--- src/rtl/rotor_stage.sv ---
// -----------------------------------------------------------------------------
// rotor_stage
//
// Programmable, steppable substitution rotor. Holds an N-entry wiring
// permutation (fwd) and maintains its inverse (inv) on every config write.
// Each valid input character is shifted by (pos - ring), passed through the
// forward or inverse table, and shifted back by (ring - pos). The result is
// registered, so lookup latency is one cycle at one character per cycle.
// carry_out pulses for one cycle after a step taken at the NOTCH position.
// It is sized to drive the next stage's step input directly.
//
// Parameters:
//   N      alphabet size (2..2^W)
//   W      character/index width (2^W >= N)
//   NOTCH  position whose step produces a turnover carry (0..N-1)
//
// Ports:
//   clk        clock, all state on rising edge
//   rst        synchronous active-high reset, overrides all other inputs
//   cfg_we     write one wiring entry: fwd[cfg_addr] = cfg_data
//   cfg_addr   wiring input index
//   cfg_data   wiring output value
//   pos_load   load position from pos_in (priority over step)
//   pos_in     new position
//   ring_load  load ring setting from ring_in
//   ring_in    new ring setting
//   step       advance position by one, modulo N
//   in_valid   input character present
//   in_dir     0 = forward table, 1 = inverse table
//   in_char    input character
//   out_valid  mapped character present
//   out_char   mapped character (all ones on range error, holds when idle)
//   out_err    input character was out of range
//   carry_out  one-cycle turnover pulse
//   pos_out    current position
// -----------------------------------------------------------------------------
module rotor_stage #(
    parameter int N     = 26,
    parameter int W     = 5,
    parameter int NOTCH = 16
) (
    input  logic         clk,
    input  logic         rst,
    input  logic         cfg_we,
    input  logic [W-1:0] cfg_addr,
    input  logic [W-1:0] cfg_data,
    input  logic         pos_load,
    input  logic [W-1:0] pos_in,
    input  logic         ring_load,
    input  logic [W-1:0] ring_in,
    input  logic         step,
    input  logic         in_valid,
    input  logic         in_dir,
    input  logic [W-1:0] in_char,
    output logic         out_valid,
    output logic [W-1:0] out_char,
    output logic         out_err,
    output logic         carry_out,
    output logic [W-1:0] pos_out
);

    localparam logic [W:0]   N_EXT   = (W+1)'(N);
    localparam logic [W-1:0] NOTCH_W = W'(NOTCH);
    localparam logic [W-1:0] LAST_W  = W'(N - 1);

    // (a + b) mod N for a, b < N: one W+1-bit add, one conditional subtract.
    function automatic logic [W-1:0] mod_add(input logic [W-1:0] a,
                                             input logic [W-1:0] b);
        logic [W:0] sum;
        sum = {1'b0, a} + {1'b0, b};
        if (sum >= N_EXT) begin
            sum = sum - N_EXT;
        end
        return sum[W-1:0];
    endfunction

    // (a - b) mod N for a, b < N: add N first so the W+1-bit value never
    // goes negative, then one conditional subtract.
    function automatic logic [W-1:0] mod_sub(input logic [W-1:0] a,
                                             input logic [W-1:0] b);
        logic [W:0] diff;
        diff = {1'b0, a} + N_EXT - {1'b0, b};
        if (diff >= N_EXT) begin
            diff = diff - N_EXT;
        end
        return diff[W-1:0];
    endfunction

    // ---------------------------------------------------------------- state
    logic [W-1:0] fwd_q [N];
    logic [W-1:0] inv_q [N];
    logic [W-1:0] pos_q,  pos_d;
    logic [W-1:0] ring_q, ring_d;
    logic         carry_q, carry_d;
    logic         out_valid_q, out_valid_d;
    logic         out_err_q,   out_err_d;
    logic [W-1:0] out_char_q,  out_char_d;

    // ------------------------------------------------------ range qualifiers
    logic in_ok, cfg_ok, pos_ok, ring_ok;

    assign in_ok   = {1'b0, in_char} < N_EXT;
    assign cfg_ok  = ({1'b0, cfg_addr} < N_EXT) && ({1'b0, cfg_data} < N_EXT);
    assign pos_ok  = {1'b0, pos_in}  < N_EXT;
    assign ring_ok = {1'b0, ring_in} < N_EXT;

    // ------------------------------------------------------------- datapath
    // Out-of-range characters are forced to 0 before indexing so the table
    // read never addresses past entry N-1; the result is discarded anyway.
    logic [W-1:0] char_safe;
    logic [W-1:0] s_idx;
    logic [W-1:0] m_val;
    logic [W-1:0] mapped;

    always_comb begin
        char_safe = in_ok ? in_char : '0;
        s_idx     = mod_sub(mod_add(char_safe, pos_q), ring_q);
        m_val     = in_dir ? inv_q[s_idx] : fwd_q[s_idx];
        mapped    = mod_add(mod_sub(m_val, pos_q), ring_q);
    end

    // ------------------------------------------------------- next-state logic
    always_comb begin
        // NOTE: every variable gets a default first so no path leaves it
        // unassigned; otherwise synthesis infers a latch to hold the value.
        pos_d       = pos_q;
        carry_d     = 1'b0;
        ring_d      = ring_q;
        out_valid_d = in_valid;
        out_err_d   = in_valid && !in_ok;
        out_char_d  = out_char_q;

        // A load blocks the step even when pos_in is rejected, and a load
        // never produces a carry.
        if (pos_load) begin
            if (pos_ok) begin
                pos_d = pos_in;
            end
        end else if (step) begin
            carry_d = (pos_q == NOTCH_W);
            pos_d   = (pos_q == LAST_W) ? '0 : pos_q + W'(1);
        end

        if (ring_load && ring_ok) begin
            ring_d = ring_in;
        end

        if (in_valid) begin
            out_char_d = in_ok ? mapped : '1;
        end
    end

    // ------------------------------------------------------------ registers
    // NOTE: sequential state uses non-blocking assignments so every register
    // samples pre-edge values; that is what lets a lookup in the same cycle
    // as a step/load/config write see the old pos, ring and tables.
    always_ff @(posedge clk) begin
        if (rst) begin
            // NOTE: the wiring tables are reset, unlike a typical RAM,
            // because identity wiring is an architectural reset state; this
            // forces them into flops rather than a memory macro.
            for (int i = 0; i < N; i++) begin
                fwd_q[i] <= W'(i);
                inv_q[i] <= W'(i);
            end
            pos_q       <= '0;
            ring_q      <= '0;
            carry_q     <= 1'b0;
            out_valid_q <= 1'b0;
            out_err_q   <= 1'b0;
            out_char_q  <= '0;
        end else begin
            // The inverse is kept in step with the forward table; it is only
            // self-consistent once a full permutation has been written.
            if (cfg_we && cfg_ok) begin
                fwd_q[cfg_addr] <= cfg_data;
                inv_q[cfg_data] <= cfg_addr;
            end
            pos_q       <= pos_d;
            ring_q      <= ring_d;
            carry_q     <= carry_d;
            out_valid_q <= out_valid_d;
            out_err_q   <= out_err_d;
            out_char_q  <= out_char_d;
        end
    end

    // -------------------------------------------------------------- outputs
    assign out_valid = out_valid_q;
    assign out_char  = out_char_q;
    assign out_err   = out_err_q;
    assign carry_out = carry_q;
    assign pos_out   = pos_q;

endmodule

--- config.mk ---
export PLATFORM = sky130hd
export DESIGN_NAME = rotor_stage
export DESIGN_NICKNAME = d
export VERILOG_FILES = /design/src/rtl/rotor_stage.sv
export SDC_FILE = /design/constraint.sdc
export NUM_CORES = 1
export LEC_CHECK = 0
export ABC_AREA = 1
export ABC_CLOCK_PERIOD_IN_PS = 9800
export CAP_MARGIN = 20
export CORE_UTILIZATION = 45
export DETAILED_ROUTE_END_ITERATION = 10
export SLEW_MARGIN = 20
export SYNTH_ARGS = -nofsm -noshare
export SYNTH_HDL_FRONTEND = slang
export SYNTH_SLANG_ARGS = --single-unit
--- constraint.sdc ---
create_clock -name clk -period 9.8 [get_ports clk]
set_input_delay 1.96 -clock clk [delete_from_list [all_inputs] [get_ports clk]]
set_output_delay 1.96 -clock clk [all_outputs]
set_load 0.005 [all_outputs]
# [Word level (Yosys, flattened, before mapping)]
# Memory sizes are Yosys's and may differ from the RTL's.
# Cells that the tools add are included.
# Widths: inputs -> output; s select.
[op_classes] n_bitwise=1 n_addsub=11 reduce_logical=10 mux=22 eq_ne=3 n_lt_le_gt_ge=9
[op_table] op="$mux 5" count=15
[op_table] op="$lt 5x5->1 const B" count=5
[op_table] op="$ge 6x5->1 const B" count=4
[op_table] op="$sub 5x5->5 const B" count=4
[op_table] op="$add 5x5->6" count=2
[op_table] op="$add 5x5->6 const B" count=2
[op_table] op="$sub 6x5->6" count=2
[op_table] op="$eq 5x5->1 const B" count=2
[op_table] op="$reduce_or 5->1" count=2
[op_table] op="$mux 1" count=7
[op_table] op="$add 5x1->5 const B" count=1
[op_table] op="$logic_and 1x1->1" count=4
[op_table] op="$reduce_or 3->1" count=1
[op_table] op="$ne 2x1->1 const B" count=1
[op_table] op="$reduce_and 2->1" count=1
[op_table] op="$reduce_bool 2->1" count=1
[op_table] op="$logic_not 1->1" count=1
[op_table] op="$not 1->1" count=1
[totals] word_cells=64 in_bits=33 regBits=18 out_inout_bits=13 n_memories=2 ramBits=260
[memory_table] name="fwd_q" depth=26 word_bits=5 rd=1 rd_ports_with_merged_regs=0 write_ports=26 line="90" text="logic [W-1:0] fwd_q [N];"
[memory_table] name="inv_q" depth=26 word_bits=5 rd=1 rd_ports_with_merged_regs=0 write_ports=26 line="91" text="logic [W-1:0] inv_q [N];"

# [Depth between registers and ports, before layout]
# Gate-level depths: netlist of the first run.
# An unclocked memory read counts as a cell.
[logic_depth] word_depth=19 mapped_depth=59 mapped_depth_nobuf=58

# [Least setup slack after synthesis of the first run]
# No wires, ideal clock.
[synth_timing] path_type="input port to flip-flop" start="input port in_char[2]" end="register out_char_q[1], in the netlist out_char[1]" arrival_ps=9478 cell_stages=52 setup_ps=108 path_slack_ps=213 path_buffers=1 t_required_ps=9692 path_cell_list="inv_1 a21oi_1 nand2_1 inv_1 nor2_1 ha_1 fa_1 xor2_1 inv_1 a21oi_1 inv_1 o21a_1 xor2_1 ha_1 inv_1 ha_1 fa_1 nor2_1 [16 not listed] fa_1 nand2_1 nand2_1 a21oi_1 xor2_1 nand3_1 nand3_1 xor2_1 inv_1 fa_1 xor2_1 inv_1 o21ai_0 nor2_1 nor3_1 xor2_1 a21o_1 inv_1"
[synth_between] elab_chain_len=19 elab_cells_between_ends=24 cone_classes="10 x add/sub; 5 x order compare; 7 x mux; 2 x memory"
[synth_lines] item="start: declaration" line="54" text="input logic [W-1:0] in_char,"
[synth_lines] item="$lt 5x5->1" line="102" text="assign in_ok = {1'b0, in_char} < N_EXT;"
[synth_lines] item="$mux 5" line="116" text="char_safe = in_ok ? in_char : '0;"
[synth_lines] item="$add 5x5->6" line="70" text="sum = {1'b0, a} + {1'b0, b};"
[synth_lines] item="$sub 5x5->5 or $ge 6x5->1 (tied branches)" line="72, 71"
[synth_lines] item="$mux 5" line="71" text="if (sum >= N_EXT) begin"
[synth_lines] item="$add 5x5->6" line="82" text="diff = {1'b0, a} + N_EXT - {1'b0, b};"
[synth_lines] item="$sub 6x5->6" line="82"
[synth_lines] item="$sub 5x5->5 or $ge 6x5->1 (tied branches)" line="84, 83"
[synth_lines] item="[3 not listed]"
[synth_lines] item="$add 5x5->6" line="82"
[synth_lines] item="$sub 6x5->6" line="82"
[synth_lines] item="$sub 5x5->5 or $ge 6x5->1 (tied branches)" line="84, 83"
[synth_lines] item="$mux 5" line="83" text="if (diff >= N_EXT) begin"
[synth_lines] item="$add 5x5->6" line="70"
[synth_lines] item="$sub 5x5->5 or $ge 6x5->1 (tied branches)" line="72, 71"
[synth_lines] item="$mux 5" line="71"
[synth_lines] item="$mux 5 (*)" line="149" text="out_char_d = in_ok ? mapped : '1;"
[synth_lines] item="end signal: assignment" line="184" text="out_char_q <= out_char_d;"
[synth_lines] item="end: declaration" line="97" text="logic [W-1:0] out_char_q, out_char_d;"
# Mark *: on every way between the ends. The rest lies on a longest branch, timed or not.
# A chain may end at the register's enable or synchronous reset.

# [Final worst setup path of the first run]
[layout_timing] start="input port in_char[0]" end="register out_char_q[1], in the netlist out_char[1]"
# Same word-level chain as after synthesis.

==> flow_metrics.py, run 1 <==
metrics = {
    "synthesis": {
        "synth_compound_area_frac": 0.0213,
        "synth-simple-area-share": 0.264,
        "synth_cell_types": 41,
        "synthesis.area_um2": 17000,
        "syn_inst": 1855,
        "synthMuxAreaShare": 0.0306,
        "ys_ff_latch": 338,
        "synth_adder_area_share": 0.0312,
        "synth_top_family_by_area": "simple AND/OR/NAND/NOR gates",
        "synth_xor_area_frac": 0.00978,
        "yosysSeqAreaShare": 0.586,
        "yosys_warnings": 0,
        "syn_area_per_cell_um2": 9.17,
    },
    "placed_design": {
        "io_buffers": 45,
        "postPlaceCellArea_um2": 18700,
        "gp_congestion": 0.875,
        "dpl.hpwl_um": 29400,
    },
    "sta": {
        "slew_violations": 0,
        "fin_crit_sh": 0.965,
        "tightest_slew_ns": 1.05,
        "fmax_mhz": 106,
        "setup_tns_ns": 0,
        "skew_ns": 0.0302,
        "relSlewSlack": 0.299,
        "post-route-min-period_ns": 9.46,
        "finalSetupViolations": 0,
        "hold_viol": 0,
        "holdWs_ns": 0.492,
    },
    "clock_tree": {
        "clk_latency_ns": 0.56,
        "clkTransAtPathRegs_ns": 0.06,
        "clock_path_buffers": 3,
        "cts_tree": "yes",
        "cts_made_buffers": 38,
        "htreeDepth": 2,
        "cts_sinks": 338,
        "root_buffer": "clkbuf_16",
        "postCtsHoldBufs": 0,
    },
    "cells_and_area": {
        "antennaDiodeCount": 0,
        "design_area_um2": 21100,
        "final_common_cell": "nand2_1",
        "nFillCells": 3266,
        "synthToLayoutAreaGrowth_pct": 24.2,
        "final_cell_mix": "551 x nand2_1, 320 x edfxtp_1, 310 x nor2_1",
        "drive_above_1_share": 0.150,
        "nets": 2103,
    },
    "critical_path": {
        "slowest_stage": "fa_2",
        "path_class": "in2reg",
        "worstPathRequired_ns": 10.24,
        "max_stage_delay_ns": 0.57,
        "path_buf_inv": 16,
        "critPathCaptureType": "register",
        "crit_path_start_kind": "input port",
        "critPathTopFamily": "adder cells",
        "arrival_ns": 9.90,
        "r2r_start": "pos_out[0]",
        "worstSetupStartpoint": "in_char[0]",
        "cp_max_fo": 12,
    },
    "floorplan": {
        "die_area_um2": 38600,
        "fp.dieH_um": 196,
        "die_w_um": 196,
        "io_pins": 46,
        "coreArea_um2": 36900,
        "rows": 70,
        "start_util": 0.461,
    },
    "grt": {
        "track_usage": 0.245,
        "grt_pass1_vias": 12998,
        "globalRouteOverflowTotal": 0,
        "grt_max_degree": 109,
        "grt_pass1_wl_um": 71500,
        "antenna_found_initial": 0,
    },
    "route": {
        "antenna_left": 0,
        "wl_um": 47400,
        "drc": 0,
        "wire_per_inst_um": 18.5,
        "viasPerCell": 5.22,
        "vias": 13350,
        "first_pass_iters": 6,
        "drt_iter0_drc": 1125,
    },
    "worst_hold_path": {
        "min_path_type": "reg2reg",
        "min_from": "out_char[2]",
    },
    "run_status": {
        "outcome": "completed",
    },
    "run": {
        "cap_violations": 0,
    },
}
## worst paths after layout
kind,to,slack [ns],cells after the start
max,out_char[1],0.34,51
min,out_char[2],0.49,2
max reg2reg,out_char[1],1.75,48
min reg2reg,out_char[2],0.49,2
## cell usage after synthesis (all sizes together)
cell | n | share of area
clkinv | 4 | 0.00088
mux2i | 52 | 0.031
nor3 | 14 | 0.0041
inv | 141 | 0.031
a221oi | 5 | 0.0026
xor2 | 17 | 0.0088
o21a | 1 | 0.00044
nor4 | 1 | 0.00037
o21ai | 23 | 0.0068
or2 | 1 | 0.00037
fa | 4 | 0.0047
a32o | 1 | 0.00059
o211ai | 3 | 0.0013
nand3b | 2 | 0.00088
a211oi | 2 | 0.00088
xnor2 | 2 | 0.0010
nand3 | 198 | 0.059
o21bai | 1 | 0.00044
ha | 36 | 0.026
a21oi | 20 | 0.0059
edfxtp | 320 | 0.56
clkbuf | 55 | 0.012
nand4 | 1 | 0.00037
conb | 1 | 0.00022
nand2 | 574 | 0.13
a21boi | 1 | 0.00044
a31oi | 4 | 0.0015
buf | 36 | 0.013
dfxtp | 18 | 0.021
a21o | 1 | 0.00044
nor2 | 316 | 0.070
## cell type report
cell class | instances | area [um^2] | area share
Multi-Input combinational cell | 1341 | 7060 | 0.334
Tap cell | 504 | 631 | 0.0299
Clock buffer | 50 | 996 | 0.0472
Inverter | 145 | 546 | 0.0258
Clock inverter | 15 | 169 | 0.00800
Sequential cell | 338 | 9970 | 0.472
Timing Repair Buffer | 166 | 1750 | 0.0828
## metal layers
metal,global-route usage,vias up,share of wire,wire [um]
met5,0,-,0,0
met4,0.0883,0,0.031,1460
met3,0.0354,98,0.071,3380
met2,0.414,464,0.49,23000
met1,0.320,6397,0.41,19500
li1,-,6391,-,-
## worst register-to-register path: cells and delay by family (launching register included)
kind	cells	cell delay [ns]
fa+ha+maj	10	3.00
buf+inv	14	1.30
xor+xnor	6	1.18
simple gates	11	1.07
compound gates	7	0.97
flops	1	0.43
## per-stage QoR
stage	setup WS (ns)	utilization	cells
after floorplan	0.213	-	1914
after global placement	-0.559	0.508	2461
after global routing	-0.0998	0.573	2559
final	0.343	0.573	2559
after CTS	0.00193	0.549	2536
after detailed placement	-0.751	0.508	2461
## kinds of logic (layout without fill, tap and decap cells)
group	count (synthesis)	after routing
AO/OA/AOI/OAI	62	62
XOR/XNOR	19	19
adder cells (fa/ha/maj)	40	40
buffers and inverters	236	376
flip-flops	338	338
multiplexers	52	52
other	1	60
AND/OR/NAND/NOR	1107	1108
## sequential cells by signal (all words and copies together) (netlist names)
| register | flops |
|---|---|
| out_valid | 1 |
| carry_out | 1 |
| out_err | 1 |
| inv_q | 160 |
| pos_out | 5 |
| fwd_q | 160 |
| ring_q | 5 |
| out_char | 5 |
## repair_timing
item / 4_1_cts / 5_1_grt
endpoints found under the setup margin: 4 / 4
endpoints found under the hold margin: 0 / 0
gates resized for setup: 28 / 134
cloned: 5 / 5
pin swaps: 7 / 72
buffers inserted: 5 / 19
Power of run 1 is left out: the tool's default activity adds up to more than one toggle a clock period on the data nets, which glitch-free logic cannot reach.
==> run 2, diff against run 1 <==
--- a/config.mk
+++ b/config.mk
@@ -6,10 +6,10 @@
 export NUM_CORES = 1
 export LEC_CHECK = 0
 export ABC_AREA = 1
-export ABC_CLOCK_PERIOD_IN_PS = 9800
 export CAP_MARGIN = 20
 export CORE_UTILIZATION = 45
 export DETAILED_ROUTE_END_ITERATION = 10
+export GPL_TIMING_DRIVEN = 0
 export SLEW_MARGIN = 20
 export SYNTH_ARGS = -nofsm -noshare
 export SYNTH_HDL_FRONTEND = slang
==> flow_metrics.py, run 2 (synthesis gave the netlist of run 1 again) <==
metrics = {
    "sta": {
        "fmax_mhz": 105,
        "skew_ns": 0.0125,
        "slew_violations": 0,
        "tightest_slew_ns": 1.18,
        "relSlewSlack": 0.214,
        "post-route-min-period_ns": 9.49,
        "hold_viol": 0,
        "fin_crit_sh": 0.968,
        "finalSetupViolations": 0,
    },
    "cells_and_area": {
        "nets": 2126,
        "final_cell_mix": "559 x nand2_1, 320 x edfxtp_1, 311 x nor2_1",
        "design_area_um2": 21000,
        "antennaDiodeCount": 0,
        "final_common_cell": "nand2_1",
        "synthToLayoutAreaGrowth_pct": 23.6,
        "final_cells": 2584,
        "drive_above_1_share": 0.123,
        "top_regs": "fwd_q (160), inv_q (160)",
    },
    "clock_tree": {
        "clock_path_buffers": 3,
        "root_buffer": "clkbuf_16",
        "postCtsHoldBufs": 0,
        "clk_latency_ns": 0.56,
        "cts_made_buffers": 39,
        "cts_tree": "yes",
        "clkTransAtPathRegs_ns": 0.05,
        "cts_sinks": 338,
        "htreeDepth": 2,
    },
    "floorplan": {
        "rows": 70,
        "die_area_um2": 38600,
        "io_pins": 46,
        "start_util": 0.461,
        "die_w_um": 196,
        "coreArea_um2": 36900,
        "fp.dieH_um": 196,
    },
    "route": {
        "wl_um": 55300,
        "antenna_left": 0,
        "first_pass_iters": 8,
        "drc": 0,
        "drt_iter0_drc": 1534,
        "vias": 13990,
        "viasPerCell": 5.41,
        "wire_per_inst_um": 21.4,
    },
    "grt": {
        "track_usage": 0.278,
        "grt_max_degree": 14,
        "antenna_found_initial": 0,
        "globalRouteOverflowTotal": 0,
        "grt_pass1_wl_um": 78200,
        "grt_pass1_vias": 12778,
    },
    "run": {
        "cap_violations": 0,
    },
    "critical_path": {
        "r2r_cells": 47,
        "r2r_setup_slack_ns": 1.74,
        "r2r_start": "pos_out[0]",
        "r2r-end": "out_char[1]",
        "crit_end": "out_char[1]",
        "cp_max_fo": 6,
        "path_buf_inv": 12,
        "worstSetupStartpoint": "in_char[0]",
        "critPathCaptureType": "register",
        "cp.depth": 50,
        "critPathTopFamily": "adder cells",
        "path_class": "in2reg",
        "slowest_stage": "fa_2",
        "crit_path_start_kind": "input port",
        "arrival_ns": 9.94,
        "worstPathRequired_ns": 10.26,
        "max_stage_delay_ns": 0.58,
    },
    "worst_hold_path": {
        "min_path_type": "reg2reg",
        "holdPathStages": 2,
    },
    "run_status": {
        "outcome": "completed",
    },
    "placed_design": {
        "dpl.hpwl_um": 37100,
        "gp_congestion": 0.931,
        "io_buffers": 44,
        "dp.cells": 2462,
        "postPlaceCellArea_um2": 18300,
    },
}
==> run 2: cell types whose count changed in the layout (fill, tap and decap cells not counted), moves of 3 or more <==
cell | before | now
clkbuf_1 | 12 | 61
buf_4 | 89 | 41
clkinv_1 | 5 | 15
nand2_2 | 16 | 7
buf_2 | 0 | 8
nand2_1 | 551 | 559
clkbuf_16 | 41 | 48
a21oi_1 | 10 | 15
ha_4 | 12 | 8
a21oi_2 | 6 | 3
buf_12 | 16 | 19
clkbuf_4 | 0 | 3
nand3_1 | 149 | 152
==> run 2: worst min-delay path by stage <==
stage                      startpoint     endpoint  slack [ns]
after global placement    out_char[2]  out_char[2]        0.46
final                     out_char[2]  out_char[2]        0.48
after global routing      out_char[2]  out_char[2]        0.53
after floorplan           out_char[2]  out_char[2]        0.47
after CTS                 out_char[2]  out_char[2]        0.49
after detailed placement  out_char[2]  out_char[2]        0.48
==> run 2: area by class of cell <==
| class | instances | area [um^2] |
|---|---|---|
| well taps | 504 | 631 |
| multi-input cells | 1340 | 6950 |
| flip-flops and latches | 338 | 9970 |
| clock inverters | 20 | 140 |
| fillers | 3244 | 15900 |
| repair buffers | 98 | 1090 |
| plain buffers | 91 | 646 |
| inverters | 145 | 544 |
| clock buffers | 48 | 1050 |
==> run 2: metrics by stage <==
stage | TNS, ns | setup slack (ns) | hold WS [ns] | utilization
2_1_floorplan | 0 | 0.213 | 0.472 | -
3_3_place_gp | -6.15 | -1.57 | 0.459 | 0.496
3_5_place_dp | -7.05 | -1.81 | 0.477 | 0.496
4_1_cts | 0 | 0.000106 | 0.490 | 0.543
5_1_grt | -0.379 | -0.131 | 0.534 | 0.570
6_report | 0 | 0.313 | 0.478 | 0.570
==> run 2: timing repair <==
item	in CTS	in global routing
pin swaps	21	41
setup endpoints to repair	4	4
setup buffers	17	28
endpoints found under the hold margin	0	0
gates resized for setup	87	124
cloned	1	8
==> run 2: routing by layer <==
metal / vias to the layer above / routed length [um] / global-route usage
li1: 6449 / - / -
met1: 6715 / 21900 / 0.370
met2: 683 / 25400 / 0.450
met3: 143 / 5430 / 0.0500
met4: 0 / 2490 / 0.117
met5: - / 0 / 0
==> run 2: tightest hold or removal path: stages (launching register included) <==
cell      delay, ns
dfxtp_1        0.32
o211ai_1       0.08
inv_1          0.05
Power of run 2 is left out for the same reason.
==> run 3, diff against run 2 <==
--- a/config.mk
+++ b/config.mk
@@ -7,7 +7,7 @@
 export LEC_CHECK = 0
 export ABC_AREA = 1
 export CAP_MARGIN = 20
-export CORE_UTILIZATION = 45
+export CORE_UTILIZATION = 30
 export DETAILED_ROUTE_END_ITERATION = 10
 export GPL_TIMING_DRIVEN = 0
 export SLEW_MARGIN = 20
==> flow_metrics.py, run 3 (synthesis gave the netlist of run 1 again) <==
metrics = {
    "run_status": {
        "outcome": "completed",
    },
    "clock_tree": {
        "cts_made_buffers": 39,
        "cts_tree": "yes",
        "root_buffer": "clkbuf_16",
        "clk_latency_ns": 0.57,
        "cts_sinks": 338,
        "postCtsHoldBufs": 0,
        "htreeDepth": 2,
        "clock_path_buffers": 3,
        "clkTransAtPathRegs_ns": 0.05,
    },
    "cells_and_area": {
        "antennaDiodeCount": 0,
        "nets": 2124,
        "drive_above_1_share": 0.134,
        "design_area_um2": 21500,
        "top_regs": "fwd_q (160), inv_q (160)",
        "final_common_cell": "nand2_1",
        "synthToLayoutAreaGrowth_pct": 26.2,
        "nFillCells": 5520,
        "final_cell_mix": "554 x nand2_1, 320 x edfxtp_1, 311 x nor2_1",
    },
    "grt": {
        "grt_max_degree": 13,
        "grt_pass1_wl_um": 80500,
        "globalRouteOverflowTotal": 0,
        "grt_pass1_vias": 13176,
        "track_usage": 0.190,
        "antenna_found_initial": 0,
    },
    "critical_path": {
        "r2r_start": "pos_out[0]",
        "slowest_stage": "fa_2",
        "arrival_ns": 10.03,
        "path_class": "in2reg",
        "cp_max_fo": 10,
        "critPathCaptureType": "register",
        "r2r_setup_slack_ns": 1.63,
        "worstPathRequired_ns": 10.25,
        "worstSetupStartpoint": "in_char[2]",
        "crit_path_frequent_cell": "nand2_2",
        "crit_path_start_kind": "input port",
        "r2r_cells": 50,
        "max_stage_delay_ns": 0.48,
        "r2r-end": "out_char[1]",
    },
    "route": {
        "wire_per_inst_um": 20.0,
        "drc": 0,
        "drt_iter0_drc": 1396,
        "wl_um": 56400,
        "first_pass_iters": 5,
        "viasPerCell": 4.96,
        "vias": 14004,
        "antenna_left": 0,
    },
    "placed_design": {
        "dpl.hpwl_um": 38400,
        "postPlaceCellArea_um2": 18600,
        "io_buffers": 44,
        "gp_congestion": 0.947,
    },
    "sta": {
        "fmax_mhz": 104,
        "hold_viol": 0,
        "slew_violations": 0,
        "finalSetupViolations": 0,
        "post-route-min-period_ns": 9.57,
        "fin_crit_sh": 0.977,
        "skew_ns": 0.0246,
        "setup_tns_ns": 0,
        "relSlewSlack": 0.323,
        "tightest_slew_ns": 1.02,
    },
    "floorplan": {
        "rows": 86,
        "coreArea_um2": 55500,
        "start_util": 0.306,
        "io_pins": 46,
        "die_area_um2": 57700,
        "fp.dieH_um": 240,
        "die_w_um": 240,
    },
    "worst_hold_path": {
        "holdPathStages": 2,
        "hold_end": "out_char[2]",
        "min_path_type": "reg2reg",
        "min_from": "out_char[2]",
    },
    "run": {
        "cap_violations": 0,
    },
}
## run 3: worst max path at each step
stage | endpoint
global route | out_char[1]
finish | out_char[1]
detailed placement | out_char[2]
floorplan | out_char[1]
CTS | out_char[1]
global placement | out_char[1]
## run 3: critical path: cells and delay by family
kind / cells / cell delay (ns)
xor gates and xnor gates: 5 / 0.98
adders and majority gates: 9 / 2.41
and+or+nand+nor: 24 / 2.40
buffers and inverters: 11 / 1.01
AOI/OAI and AO/OA: 7 / 1.21
## run 3: per-stage QoR
stage                util  cells  hold WS, ns  worst slack (ns)
floorplan               -   1914        0.472             0.213
global placement    0.335   2706        0.465             -1.50
detailed placement  0.335   2707        0.481             -1.74
CTS                 0.367   2791        0.495            -0.245
global route        0.387   2825        0.502            -0.206
finish              0.387   2825        0.485             0.225
## run 3: layout make-up
type,count,area [um^2],area share
multi-input combinational,1340,7200,0.335
clock inverter,19,178,0.00828
tap,748,936,0.0436
timing repair buffer,96,1020,0.0476
sequential,338,9970,0.464
inverter,145,553,0.0258
clock buffer,48,1010,0.0470
buffer,91,603,0.0281
## run 3: timing repair
item	in CTS	in global routing
gates resized for setup	88	155
pin swaps	19	64
endpoints found under the setup margin	4	4
gates cloned	2	6
buffers inserted	15	28
## run 3: routing by layer
metal | up-vias | track usage | wire length [um]
li1 | 6439 | - | -
met1 | 6751 | 0.253 | 23300
met2 | 706 | 0.306 | 26000
met3 | 108 | 0.0362 | 5350
met4 | 0 | 0.0699 | 1770
met5 | - | 0 | 0
Power of run 3 is left out for the same reason.
